<file path="config.mk">
export PLATFORM = sky130hd
export DESIGN_NAME = seg_rom_disp
export DESIGN_NICKNAME = d
export VERILOG_FILES = /design/src/rtl/seg_rom_disp_pkg.sv /design/src/rtl/seg_rom_disp_bin2bcd.sv /design/src/rtl/seg_rom_disp.sv
export SDC_FILE = /design/constraint.sdc
export NUM_CORES = 1
export LEC_CHECK = 0
export BUFFER_PORTS_ARGS = -buffer_cell sky130_fd_sc_hd__buf_2
export CAP_MARGIN = 5
export CORE_ASPECT_RATIO = 1.1
export CORE_MARGIN = 2
export CORE_UTILIZATION = 60
export DETAILED_ROUTE_END_ITERATION = 16
export PLACE_DENSITY = 0.74
export REMOVE_ABC_BUFFERS = 1
export SLEW_MARGIN = 20
export SYNTH_ARGS = -nofsm -noshare
export SYNTH_HDL_FRONTEND = slang
export SYNTH_SLANG_ARGS = --single-unit
export TNS_END_PERCENT = 100
</file>
<file path="constraint.sdc">
create_clock -name sys_clk -period 3.7 [get_ports sys_clk]
set_input_delay 0.74 -clock sys_clk [delete_from_list [all_inputs] [get_ports sys_clk]]
set_output_delay 0.74 -clock sys_clk [all_outputs]
set_load 0.02 [all_outputs]
</file>
<file path="src/rtl/seg_rom_disp_pkg.sv">
// ============================================================================
// Module      : seg_rom_disp_pkg
// Description : Shared types, segment codes and helpers for the ROM display
//               stage (FSM states, 7-segment codes, double-dabble step).
// Revision    : 1.0 - initial release
// ============================================================================
`default_nettype none

package seg_rom_disp_pkg;

  // Segment codes, {dp,g,f,e,d,c,b,a}, active-low
  localparam logic [7:0] SEG_0     = 8'hC0;
  localparam logic [7:0] SEG_1     = 8'hF9;
  localparam logic [7:0] SEG_2     = 8'hA4;
  localparam logic [7:0] SEG_3     = 8'hB0;
  localparam logic [7:0] SEG_4     = 8'h99;
  localparam logic [7:0] SEG_5     = 8'h92;
  localparam logic [7:0] SEG_6     = 8'h82;
  localparam logic [7:0] SEG_7     = 8'hF8;
  localparam logic [7:0] SEG_8     = 8'h80;
  localparam logic [7:0] SEG_9     = 8'h90;
  localparam logic [7:0] SEG_BLANK = 8'hFF;
  localparam int         DP_BIT    = 7;

  // Conversion controller states
  typedef enum logic [1:0] {
    ST_IDLE  = 2'd0,
    ST_SHIFT = 2'd1,
    ST_LOAD  = 2'd2
  } conv_state_e;

  // Map one BCD digit to its segment pattern; non-decimal codes show blank
  function automatic logic [7:0] seg_code(input logic [3:0] digit);
    logic [7:0] code;
    case (digit)
      4'd0:    code = SEG_0;
      4'd1:    code = SEG_1;
      4'd2:    code = SEG_2;
      4'd3:    code = SEG_3;
      4'd4:    code = SEG_4;
      4'd5:    code = SEG_5;
      4'd6:    code = SEG_6;
      4'd7:    code = SEG_7;
      4'd8:    code = SEG_8;
      4'd9:    code = SEG_9;
      default: code = SEG_BLANK;
    endcase
    return code;
  endfunction

  // Double-dabble correction: a nibble of 5 or more would overflow past 9
  // after the next doubling, so pre-add 3
  function automatic logic [3:0] dd_adj(input logic [3:0] nib);
    return (nib >= 4'd5) ? (nib + 4'd3) : nib;
  endfunction

endpackage

`default_nettype wire

</file>
<file path="src/rtl/seg_rom_disp_bin2bcd.sv">
// ============================================================================
// Module      : bin2bcd_8
// Description : 8-bit binary to 3-digit BCD, iterative double-dabble.
//               start loads the operand; eight shift cycles follow and done
//               pulses for one cycle once bcd holds the result. bcd is held
//               until the next start.
// Revision    : 1.0 - initial release
// ============================================================================
`default_nettype none

module bin2bcd_8
  import seg_rom_disp_pkg::*;
(
  input  logic        sys_clk,
  input  logic        sys_rst_n,
  input  logic        start,
  input  logic [7:0]  bin,
  output logic [11:0] bcd,
  output logic        done
);

  logic [7:0]  bin_q,  bin_d;
  logic [11:0] bcd_q,  bcd_d;
  logic [3:0]  cnt_q,  cnt_d;
  logic        done_q, done_d;
  logic [11:0] adj;

  // Load on start, otherwise run one correct-and-shift step per cycle
  always_comb begin
    bin_d  = bin_q;
    bcd_d  = bcd_q;
    cnt_d  = cnt_q;
    done_d = 1'b0;
    adj    = {dd_adj(bcd_q[11:8]), dd_adj(bcd_q[7:4]), dd_adj(bcd_q[3:0])};
    if (start) begin
      bin_d = bin;
      bcd_d = 12'd0;
      cnt_d = 4'd8;
    end else if (cnt_q != 4'd0) begin
      {bcd_d, bin_d} = {adj, bin_q} << 1;
      cnt_d          = cnt_q - 4'd1;
      done_d         = (cnt_q == 4'd1);
    end
  end

  // Converter registers
  always_ff @(posedge sys_clk or negedge sys_rst_n) begin
    if (!sys_rst_n) begin
      bin_q  <= 8'd0;
      bcd_q  <= 12'd0;
      cnt_q  <= 4'd0;
      done_q <= 1'b0;
    end else begin
      bin_q  <= bin_d;
      bcd_q  <= bcd_d;
      cnt_q  <= cnt_d;
      done_q <= done_d;
    end
  end

  assign bcd  = bcd_q;
  assign done = done_q;

endmodule

`default_nettype wire

</file>
<file path="src/rtl/seg_rom_disp.sv">
// ============================================================================
// Module      : seg_rom_disp
// Description : Shows ROM address (left 3 digits) and ROM data (right 3
//               digits) in decimal on a 6-digit scanned common-anode display.
//               A change on {addr,data} triggers a double-dabble conversion;
//               the scan runs independently of conversions.
// Revision    : 1.0 - initial release
// ============================================================================
`default_nettype none

module seg_rom_disp
  import seg_rom_disp_pkg::*;
#(
  parameter logic [15:0] CNT_SCAN_MAX = 16'd49_999,
  parameter bit          BLANK_LZ     = 1'b1
) (
  input  logic       sys_clk,
  input  logic       sys_rst_n,
  input  logic [7:0] addr,
  input  logic [7:0] data,
  output logic [5:0] sel,
  output logic [7:0] seg
);

  conv_state_e      state_q, state_d;
  logic [7:0]       cap_addr_q, cap_addr_d;
  logic [7:0]       cap_data_q, cap_data_d;
  logic [5:0][3:0]  dig_q, dig_d;    // index = scan position
  logic [15:0]      cnt_q, cnt_d;
  logic [2:0]       idx_q, idx_d;
  logic [5:0]       sel_q, sel_d;
  logic [7:0]       seg_q, seg_d;

  logic             start;
  logic [11:0]      bcd_addr, bcd_data;
  logic             done_addr, done_data;

  // A new conversion only starts from IDLE, so changes while busy are
  // picked up on the first IDLE cycle and the last stable value wins
  assign start = (state_q == ST_IDLE) && ({addr, data} != {cap_addr_q, cap_data_q});

  bin2bcd_8 u_bcd_addr (
    .sys_clk   (sys_clk),
    .sys_rst_n (sys_rst_n),
    .start     (start),
    .bin       (addr),
    .bcd       (bcd_addr),
    .done      (done_addr)
  );

  bin2bcd_8 u_bcd_data (
    .sys_clk   (sys_clk),
    .sys_rst_n (sys_rst_n),
    .start     (start),
    .bin       (data),
    .bcd       (bcd_data),
    .done      (done_data)
  );

  // Conversion FSM: capture, wait for both converters, load digit registers
  always_comb begin
    state_d    = state_q;
    cap_addr_d = cap_addr_q;
    cap_data_d = cap_data_q;
    dig_d      = dig_q;
    case (state_q)
      ST_IDLE: begin
        if (start) begin
          cap_addr_d = addr;
          cap_data_d = data;
          state_d    = ST_SHIFT;
        end
      end
      ST_SHIFT: begin
        if (done_addr && done_data) begin
          state_d = ST_LOAD;
        end
      end
      ST_LOAD: begin
        dig_d[0] = bcd_addr[11:8];
        dig_d[1] = bcd_addr[7:4];
        dig_d[2] = bcd_addr[3:0];
        dig_d[3] = bcd_data[11:8];
        dig_d[4] = bcd_data[7:4];
        dig_d[5] = bcd_data[3:0];
        state_d  = ST_IDLE;
      end
      default: state_d = ST_IDLE;
    endcase
  end

  // Scan timing: dwell CNT_SCAN_MAX+1 clocks per digit, six digits
  always_comb begin
    cnt_d = cnt_q + 16'd1;
    idx_d = idx_q;
    if (cnt_q == CNT_SCAN_MAX) begin
      cnt_d = 16'd0;
      idx_d = (idx_q == 3'd5) ? 3'd0 : (idx_q + 3'd1);
    end
  end

  // Digit select and segment pattern, both derived from the same idx
  always_comb begin
    logic [2:0] base;
    logic [2:0] pos;
    logic       blank;
    base  = (idx_q < 3'd3) ? 3'd0 : 3'd3;
    pos   = idx_q - base;
    blank = 1'b0;
    if (BLANK_LZ) begin
      if (pos == 3'd0) begin
        blank = (dig_q[base] == 4'd0);
      end else if (pos == 3'd1) begin
        blank = (dig_q[base] == 4'd0) && (dig_q[base + 3'd1] == 4'd0);
      end
    end
    sel_d = 6'b100000 >> idx_q;
    seg_d = blank ? SEG_BLANK : seg_code(dig_q[idx_q]);
    // decimal point separates the address and data groups
    if (idx_q == 3'd2) begin
      seg_d[DP_BIT] = 1'b0;
    end
  end

  // State, capture, digit, scan and output registers
  always_ff @(posedge sys_clk or negedge sys_rst_n) begin
    if (!sys_rst_n) begin
      state_q    <= ST_IDLE;
      cap_addr_q <= 8'd0;
      cap_data_q <= 8'd0;
      dig_q      <= '0;
      cnt_q      <= 16'd0;
      idx_q      <= 3'd0;
      sel_q      <= 6'b000000;
      seg_q      <= SEG_BLANK;
    end else begin
      state_q    <= state_d;
      cap_addr_q <= cap_addr_d;
      cap_data_q <= cap_data_d;
      dig_q      <= dig_d;
      cnt_q      <= cnt_d;
      idx_q      <= idx_d;
      sel_q      <= sel_d;
      seg_q      <= seg_d;
    end
  end

  assign sel = sel_q;
  assign seg = seg_q;

endmodule

`default_nettype wire

</file>
==> results of run 1 <==
layout by cell type, fill, tap and decap left out, drive strengths merged, types with 2 or more instances in the layout:
cell / netlist / routed
o21ai: 31 / 31
nor4: 7 / 7
and4b: 3 / 3
nor2b: 2 / 2
a2bb2oi: 3 / 3
and4: 2 / 2
mux2i: 19 / 19
inv: 26 / 26
clkinv: 0 / 3
nand2b: 11 / 11
clkbuf: 12 / 26
and3: 4 / 4
nand2: 92 / 92
a22oi: 2 / 2
dfstp: 8 / 8
dfrtp: 117 / 117
a211oi: 2 / 2
nor2: 49 / 49
xnor2: 37 / 37
mux2: 44 / 44
xor2: 9 / 9
nand4: 8 / 8
a21oi: 34 / 34
nand3: 12 / 12
buf: 12 / 38
ha: 26 / 26
clkinvlp: 0 / 2
o211ai: 2 / 2
nor3: 14 / 14
or3: 4 / 4
and2: 8 / 8
per-layer routing:
metal	up-vias	track usage [%]	wire [um]
li1	2118	-	-
met1	2114	27.3	4800
met2	91	37.0	5660
met3	19	5.17	441
met4	0	9.28	232
met5	-	0	0
power groups by stage:
| stage | clock network [mW] | registers (mW) | logic, mW |
|---|---|---|---|
| finish | 1.57 | 2.07 | 1.39 |
| detailed placement | 0 | 2.09 | 1.38 |
| global route | 1.66 | 2.13 | 1.59 |
| global placement | 0 | 2.06 | 1.32 |
| floorplan | 0 | 2.01 | 1.11 |
| CTS | 1.58 | 2.07 | 1.41 |
cells in the mapped netlist, drive strengths merged:
master and instances:
dfrtp 117, ha 26, a221o 1, nand2 92, o31ai 1, a311oi 1, a22oi 2, a21oi 34
nor2b 2, a211oi 2, or3 4, o211a 1, and3 4, and2 8, inv 26, or2 1
nand4 8, buf 12, nor3 14, o22ai 1, o21ai 31, nand3 12, nand2b 11, o211ai 2
mux2i 19, and4b 3, and4 2, a2bb2oi 3, dfstp 8, xor2 9, xnor2 37, mux2 44
nor4 7, nor2 49, clkbuf 12
sequential cells by signal (all words and copies together), names as in the netlist:
name	count
cap_addr_q	8
dig_q	24
u_bcd_data.cnt_q	4
u_bcd_addr.done	1
u_bcd_data.bin_q	8
cap_data_q	8
u_bcd_addr.cnt_q	4
u_bcd_addr.bcd	12
idx_q	3
state_q	2
u_bcd_addr.bin_q	8
sel	6
u_bcd_data.bcd	12
u_bcd_data.done	1
seg	8
cnt_q	16
area by class of cell:
class                      instances  area, um^2
multi-input combinational        431        2880
tap                              123         154
fill                             773        3190
clock buffer                      26         509
sequential                       125        3140
clock inverter                     6        60.1
inverter                          26        97.6
timing repair buffer              38         223
critical path: cells and delay by family, from the launching register on:
family                   cells  cell delay, ns
AND/OR/NAND/NOR              1            0.21
buffers and inverters        1            0.30
flip-flops                   1            0.85
AO/OA/AOI/OAI                3            0.70
adder cells (fa/ha/maj)      1            0.39
stage by stage:
| step | worst slack, ns | hold slack (ns) |
|---|---|---|
| after floorplan | 0.775 | 0.435 |
| after global placement | 1.09 | 0.464 |
| after detailed placement | 1.04 | 0.482 |
| after CTS | 1.16 | 0.439 |
| after global routing | 0.972 | 0.476 |
| final | 1.17 | 0.413 |
logic make-up (layout without fill, tap and decap cells):
logic type                 count (synthesis)  count (layout)  synth area share (%)
xor gates and xnor gates                  46              46                  6.46
AOI/OAI and AO/OA                         79              79                  7.05
muxes                                     63              63                  11.1
DFF                                      125             125                  50.4
adders and majority gates                 26              26                  5.22
buffers and inverters                     50              96                  3.61
and+or+nand+nor                          217             217                  16.2
worst min-delay path by stage:
stage | to | cells after the start
floorplan | cap_addr_q[0] | 0
global placement | cnt_q[0] | 1
detailed placement | dig_q[20] | 2
CTS | cnt_q[12] | 1
global route | cnt_q[12] | 1
finish | cnt_q[12] | 1
==> impl_results.md, run 1 <==
* DR iter-0 viols at about 190
* Status: complete, no violations
* Sequential share of power at between 40 and 50%
* Post-layout util at between 60% and 70%
* Syn. warnings at 0
* # IOs at 32
* Die Width at slightly above 100 um
* Post-route cell area at between 7000 and 8000 um^2
* Gate power share at around 28%
* Final setup fails at 0
* Clock Tree Root: clkbuf_16
* Clk buf depth at 2
* Vias in the first global route at about 4400
* Largest cells by area after synthesis: dfrtp_1 (47%), mux2_2 (7.8%), nand2_1 (5.5%)
* Antenna cells at 0
* Mean Syn Cell Area at a little over 10 um^2
* Core ar. at between 10000 and 15000 um^2
* Fmax at just under 400 MHz
* First-pass GRT wire length at between 15000 and 20000 um
* Slew Viols, Final at 0
* Slew HR at between 40% and 50%
* Total Power at between 5 and 6 mW
* Critical Path AT at 2.86 ns
* Yosys top cell area share at between 40% and 50%
* Worst r2r src: idx_q[0]
* Placed insts at between 700 and 800
* Cts repair resizes at 0
* Via count at ~4300
* Residual DRC at 0
* Layout cells sized above 1 at between 10% and 20%
* Post-detail-place hpwl at between 7000 and 8000 um
* Layout Skew at 0.0145 ns
* Vias per cell at ~5.6
* CTS buffer count at 17
* Rows at 39
* Post-route ant nets at 0
* Routed WL at about 11000 um
* Unrepaired setup endpoints after global routing: no
* Nets@finish at 683
* CTS tree: yes
* Worst-Margin Slew at about 0.88 ns
* RR Endpoint: seg[6]
* Seq/Total Area, Yosys at 50.4%
* Finished Layout Cells at between 700 and 800
* Sw power at between 1.5 and 2 mW
* Cell Chain, Critical Path: inv_1, ha_1, o211ai_1, a221o_1, and2_1, a2bb2oi_1
* P_int at between 3 and 4 mW
* Sw frac at approximately a third
* CTS H-Tree Depth at 4
* Count of different cell masters after synthesis at 43
* R2R cell count at 6
* Synthesized instance count at 606
* Total grt overflow at 0
* Max-capacitance violation count at 0
* Crit path capture type: register
* Total GRT Usage at between 20% and 30%
* Port bufs at 31
* Yosys reg bits at around 130
* CP required at around 4.0 ns
* Crit path launch type: register
* Max IR drop VDD at 0.000416 V
* Period utilization at roughly 70%
* Clock power share at ~31%
* Final Hold Viols at 0
* DP Area at around 6500 um^2
* CP max stage delay at ~0.85 ns
* Critical path class: reg -> reg
* Area Growth Syn to Fin at 13.3%
* Post-CTS Hold Buffers at 0
* PD cells at roughly 710 nW/um^2
* Leakage Power at 3.28 nW
* Initial Util at approximately three fifths
* Die H at ~110 um
* CP endpoint: seg[6]
* Crit path time final at about 2.5 ns
* Post-CTS setup buffer count at 0
* Flop2flop setup slack at 1.17 ns
* Critical path's slowest cell: dfrtp_1
* Synthesized area at 6230 um^2
* Clock transition at path regs at ~0.060 ns
* Crit. Startpoint: idx_q[0]
* Hold Path Class: in -> async
* Initial antenna violation count at 0
* Clk_lat worst skew at ~0.4 ns
* Largest net degree at the start of global routing at 62
* Routed wire per std cell at 14.4 um
* Area leader, netlist: dfrtp_1
* Gpl congestion at between 0.8 and 0.9
* Drt pass-1 iters at 5
* Final setup TNS at 0 ns
* Clock sink total at 125
* Worst-path fanout max at 19
* Die ar. at ~11000 um^2
(Power assumes the default switching activity.)
==> run 2: changes to the inputs <==
- clock period: 3.7 -> 2.49 ns (I/O delays scaled with it)
==> run 2 against run 1 <==
Clock power grew 80%. Die area stayed put. Setup slack got worse by 0.89 ns. Non-clock buffer count increased by 7. Utilization up 1.8 points. Via count fell by 1.6%. Hold slack got worse by 0.071 ns. Combinational power is 50% higher. Design area increased by 2.6%. Clock skew fell by 0.0089 ns. Sequential power grew 49%.
==> impl_results.md, run 2 (synthesized netlist as in run 1, its figures left out) <==
* Final Hold Viols at 0
* Routed WL at between 10000 and 15000 um
* Crit path time final at approximately 2.2 ns
* R2R cell count at 8
* Most frequent cells in the layout: dfrtp_1 (117), nand2_1 (92), nor2_1 (49)
* Final setup fails at 0
* CTS H-Tree Depth at 4
* PD cells at 1100 nW/um^2
* Clk buf depth at 2
* Initial Util at between 60% and 70%
* Via count at about 4300
* Max IR drop VDD at between 0.0007 and 0.0008 V
* Layout cells sized above 1 at 20.2%
* Rows at 39
* Leakage Power at about 3.4 nW
* Commonest non-fill, non-tap cell in the layout: dfrtp_1
* Hold depth at 3
* Post-CTS Hold Buffers at 1
* Nets@finish at 690
* Vias per cell at roughly 5.5
* Clock Tree Root: clkbuf_16
* Worst Hold Margin at ~0.34 ns
* Register area at 3140 um^2
* CTS buffer count at 17
* Post-layout util at 70.7%
* Slew Viols, Final at 0
* CTS tree: yes
* DR iter-0 viols at 207
* Unrepaired setup endpoints after global routing: no
* Gate power share at 26.0%
* Initial antenna violation count at 0
* Gpl congestion at roughly 0.85
* Cts repair resizes at 0
* Clock sink total at around 130
* Fmax at roughly 450 MHz
* CP required at between 2 and 3 ns
* Fin worst setup slack at approximately 0.27 ns
* Residual DRC at 0
* Crit path launch type: register
* Hold Path Class: in -> reg
* Total GRT Usage at roughly 22%
* Worst-Margin Slew at roughly 0.63 ns
* Port bufs at 31
* Period utilization at between 80% and 90%
* Critical Path AT at roughly 2.6 ns
* Final setup TNS at 0 ns
* Die ar. at roughly 11000 um^2
* Max reg flops at 24
* Drt pass-1 iters at 5
* Worst-path fanout max at 11
* Clock transition at path regs at 0.05 ns
* Top Registers: dig_q x24, cnt_q x16
* Die Width at just over 100 um
* Core ar. at slightly above 10000 um^2
* Post-route ant nets at 0
* Post-CTS setup buffer count at 0
* Critical path class: reg -> reg
* # IOs at 32
* Placed insts at between 700 and 800
* Clk_lat worst skew at 0.42 ns
* Sw frac at ~30%
* Post-detail-place hpwl at 7710 um
* Area Growth Syn to Fin at 16.3%
* Sequential share of power at around 39%
* Status: complete, no violations
* First-pass GRT wire length at around 20000 um
* Sw power at approximately 2.4 mW
* Vias in the first global route at 4336
* Antenna cells at 0
* Pre-CTS WS at 0.279 ns
* P_int at about 5.6 mW
* Filler cell count at 728
* Multi-input gate area at 2880 um^2
* Max-capacitance violation count at 0
* Largest net degree at the start of global routing at 55
* Layout Skew at approximately 0.0057 ns
* Biggest register: dig_q
* Clock power share at a little over a third
* Total grt overflow at 0
* Die H at about 110 um
* Routed wire per std cell at around 14 um
* Finished Layout Cells at between 700 and 800
* Crit path capture type: register
* Slew HR at between 50% and 60%
## run 2: changes by cell type in the layout (fill, tap and decap cells not counted), sizes merged
cell / delta
bufinv: +5
dlygate4sd3: +1
buf: +6
clkbuf: -5
## run 2: through the flow
step,power [mW],cell area [um^2]
after floorplan,4.63,6100
after global placement,5.06,6550
after detailed placement,5.19,6550
after CTS,8.05,7250
after global routing,8.51,7250
final,7.98,7250
## run 2: power by group through the flow
stage | Clock [mW] | Sequential, mW | Combinational [mW]
2_1_floorplan | 0 | 2.99 | 1.64
3_3_place_gp | 0 | 3.08 | 1.98
3_5_place_dp | 0 | 3.11 | 2.09
4_1_cts | 2.87 | 3.08 | 2.10
5_1_grt | 2.97 | 3.16 | 2.38
6_report | 2.83 | 3.08 | 2.08
## run 2: layout make-up
class / instances / share of cell area (%)
Inverter: 26 / 1.35
Clock inverter: 11 / 2.90
Clock buffer: 21 / 6.63
Tap cell: 123 / 2.12
Timing Repair Buffer: 45 / 4.01
Sequential cell: 125 / 43.3
Multi-Input combinational cell: 431 / 39.7
## run 2: worst paths after layout
kind / start / endpoint / slack (ns)
worst max-delay path: idx_q[0] / seg[2] / 0.27
worst min-delay path: data[0] / u_bcd_data.bin_q[0] / 0.34
worst max register to register: idx_q[0] / seg[2] / 0.27
worst min register to register: u_bcd_data.done / state_q[0] / 0.48
max in group asynchronous: sys_rst_n / seg[6] / 1.29
min in group asynchronous: sys_rst_n / cnt_q[2] / 0.51
## run 2: per-layer routing
metal | share of wire (%) | global-route usage [%] | wire [um]
met1 | 44 | 27.7 | 4880
met4 | 1.8 | 9.55 | 204
met2 | 51 | 36.7 | 5700
met5 | 0 | 0 | 0
met3 | 3.6 | 5.93 | 402
## run 2: critical path, stage by stage (launching register included)
cell	delay (ns)
dfrtp_1	0.62
buf_4	0.27
mux2i_1	0.21
nor2_1	0.08
nor3_2	0.27
inv_1	0.19
ha_1	0.27
a21oi_1	0.13
o21ai_0	0.09
==> run 3: changes to the inputs <==
- ABC_AREA: default -> 1
==> run 3 against run 2 <==
Die area is 6.2% higher. Hold slack worse by 0.30 ns. Sequential share of layout area down 2.0 points. Non-clock buffer count shrank 3. Highest routed layer unchanged. Critical path type unchanged. Utilization down 0.74 points. Sequential power rose by 3%. Global-route usage is 2.0 points higher. Clock-buffer cell count is 3 lower. Synthesized area increased by 6.4%. Register-to-register slack better by 0.16 ns. Combinational power grew 51%.
==> impl_results.md, run 3 <==
* Synth Area in Adders at under 10%
* Drt pass-1 iters at 5
* CTS buffer count at 17
* Vias per cell at between 5 and 6
* Area Growth Syn to Fin at 14.6%
* Largest net degree at the start of global routing at between 50 and 60
* DR iter-0 viols at 269
* Synth top cells by count: nand2_1 (223), inv_1 (131), dfrtp_1 (117), nor2_1 (77), o21ai_0 (72)
* Post-detail-place hpwl at 8810 um
* Unrepaired setup endpoints after global routing: no
* Compound-cell area share of the yosys netlist at under 10%
* Cts repair resizes at 0
* Antenna cells at 0
* PD cells at 1200 nW/um^2
* Buf/Inv on CP at 2
* Yosys top cell area share at between 40% and 50%
* Max-capacitance violation count at 0
* Via count at roughly 5400
* Post-CTS setup buffer count at 0
* Total grt overflow at 0
* Max reg flops at 24
* Critical path's slowest cell: dfrtp_1
* Period utilization at 82.6%
* CP required at 2.84 ns
* CTS H-Tree Depth at 4
* Cell Chain, Critical Path: inv_4, nand2_2, nor2_4, inv_1, o21ai_0, a21oi_1, ha_1, nand2_1, nand3_1, nand3_1
* Post-synth ARST share at between 90% and 100%
* Port bufs at 31
* Slew HR at between 40% and 50%
* Finished Layout Cells at roughly 1000
* Gpl congestion at ~0.86
* Post-route ant nets at 0
* Nets@finish at between 900 and 1000
* Core ar. at 10900 um^2
* Post-Synth Simple-Gate Area at approximately 25%
* Critical path class: reg -> reg
* Initial Util at around three fifths
* CP max stage delay at just under 0.5 ns
* Rows at 40
* Worst-path fanout max at 8
* Clock sink total at between 100 and 150
* Slew Viols, Final at 0
* Die ar. at ~12000 um^2
* CTS tree: yes
* Residual DRC at 0
* Die H at 114 um
* Vias in the first global route at about 5500
* Total GRT Usage at between 20% and 30%
* Largest cells by area after synthesis: dfrtp_1 (44%), nand2_1 (13%), inv_1 (7.4%)
* Die Width at about 100 um
* Synthesized area at ~6600 um^2
* Hold Path Class: in -> async
* Initial antenna violation count at 0
* Count of different cell masters after synthesis at 36
* Top FF cell, synth: dfrtp_1
* Leakage Power at around 4 nW
* Crit path launch type: register
* Post-CTS Hold Buffers at 0
* Yosys reg bits at 125
* Top Family by Delay on Critical Path: compound AO/OA/AOI/OAI gates
* CP dominant cell by count: nand3_1
* Mux cell area share after synthesis at less than 1%
* Synthesized instance count at 849
* Main combinational cell family by area after synthesis: simple AND/OR/NAND/NOR gates
* Layout cells sized above 1 at between 10% and 20%
* Biggest register: dig_q
* Final Hold Viols at 0
* Clock transition at path regs at roughly 0.06 ns
* Final setup TNS at 0 ns
* XOR/XNOR Fraction of Synth Area at about 2.0%
* First-pass GRT wire length at between 20000 and 25000 um
* Critical Path AT at between 2 and 2.5 ns
* Final setup fails at 0
* Commonest non-fill, non-tap cell in the layout: nand2_1
* Area leader, netlist: dfrtp_1
* Crit path time final at slightly above 2 ns
* Fmax at 486 MHz
* R2R cell count at 10
* Routed wire per std cell at roughly 13 um
* Clk_lat worst skew at roughly 0.42 ns
* Crit path capture type: register
* Layout Skew at about 0.012 ns
* Number of flops mapped to enable cells by yosys at 0
* Max IR drop VDD at between 0.001 and 0.0015 V
* Syn. warnings at 0
* Mean Syn Cell Area at slightly below 8 um^2
* Worst-Margin Slew at ~0.84 ns
* # IOs at 32
* Top Registers: dig_q x24, cnt_q x16
* Seq/Total Area, Yosys at 47.3%
* Critical path depth in cells at 10
* Most frequent cells in the layout: nand2_1 (223), inv_1 (131), dfrtp_1 (117)
* Routed WL at approximately 13000 um
* Status: complete, no violations
* Clock Tree Root: clkbuf_16
* Clk buf depth at 2
* Most common cell in the netlist: nand2_1
* Placed insts at a little over 1000
-- run 3: changes by cell type in the layout (fill, tap and decap cells not counted), sizes merged, moves of 32 or more --
cell   change
nor2      +32
o21ai     +53
nand3     +48
xnor2     -34
mux2      -42
inv      +113
nand2    +139
-- run 3: path summary, 6_finish.rpt --
check,start,to,slack [ns]
worst min register to register,cnt_q[0],cnt_q[0],0.46
worst min-delay path,sys_rst_n,cnt_q[11],0.04
min in group sys_clk,data[0],u_bcd_data.bin_q[0],0.35
max in group asynchronous,sys_rst_n,seg[6],1.75
worst max register to register,idx_q[0],seg[3],0.43
worst max-delay path,idx_q[0],seg[3],0.43
-- run 3: cells by family after synthesis --
| family | Yosys count |
|---|---|
| simple gates | 397 |
| fa+ha+maj | 26 |
| flops | 125 |
| xor+xnor | 15 |
| mux | 2 |
| buf+inv | 163 |
| compound gates | 121 |
-- run 3: metal layers --
metal / vias up / track usage, % / share of wire (%)
met5: - / 0 / 0
met1: 2554 / 27.8 / 43
met4: 0 / 9.28 / 2.0
li1: 2742 / - / -
met3: 23 / 5.92 / 2.6
met2: 90 / 44.7 / 53
-- run 3: cell type report --
type | instances | area [um^2]
fillers | 870 | 3260
flip-flops and latches | 125 | 3140
clock inverters | 14 | 243
well taps | 147 | 184
clock buffers | 18 | 429
multi-input cells | 561 | 2830
inverters | 139 | 524
repair buffers | 42 | 253
-- run 3: report_power, final --
part           switching, mW  leakage [nW]  internal, mW
Clock                  0.910         0.316          1.88
Sequential             0.438          1.57          2.73
Combinational           1.98          2.21          1.17
-- run 3: stage by stage --
stage               setup WS, ns  util (%)  hold slack, ns  area (um^2)  total power, mW
CTS                        0.445      70.0          0.0455         7600             9.17
finish                     0.432      70.0          0.0414         7600             9.10
global placement           0.439      63.8           0.442         6930             6.10
global route               0.277      70.0          0.0574         7600             9.87
floorplan                  0.373         -           0.202         6490             5.47
detailed placement         0.335      63.8           0.457         6930             6.27
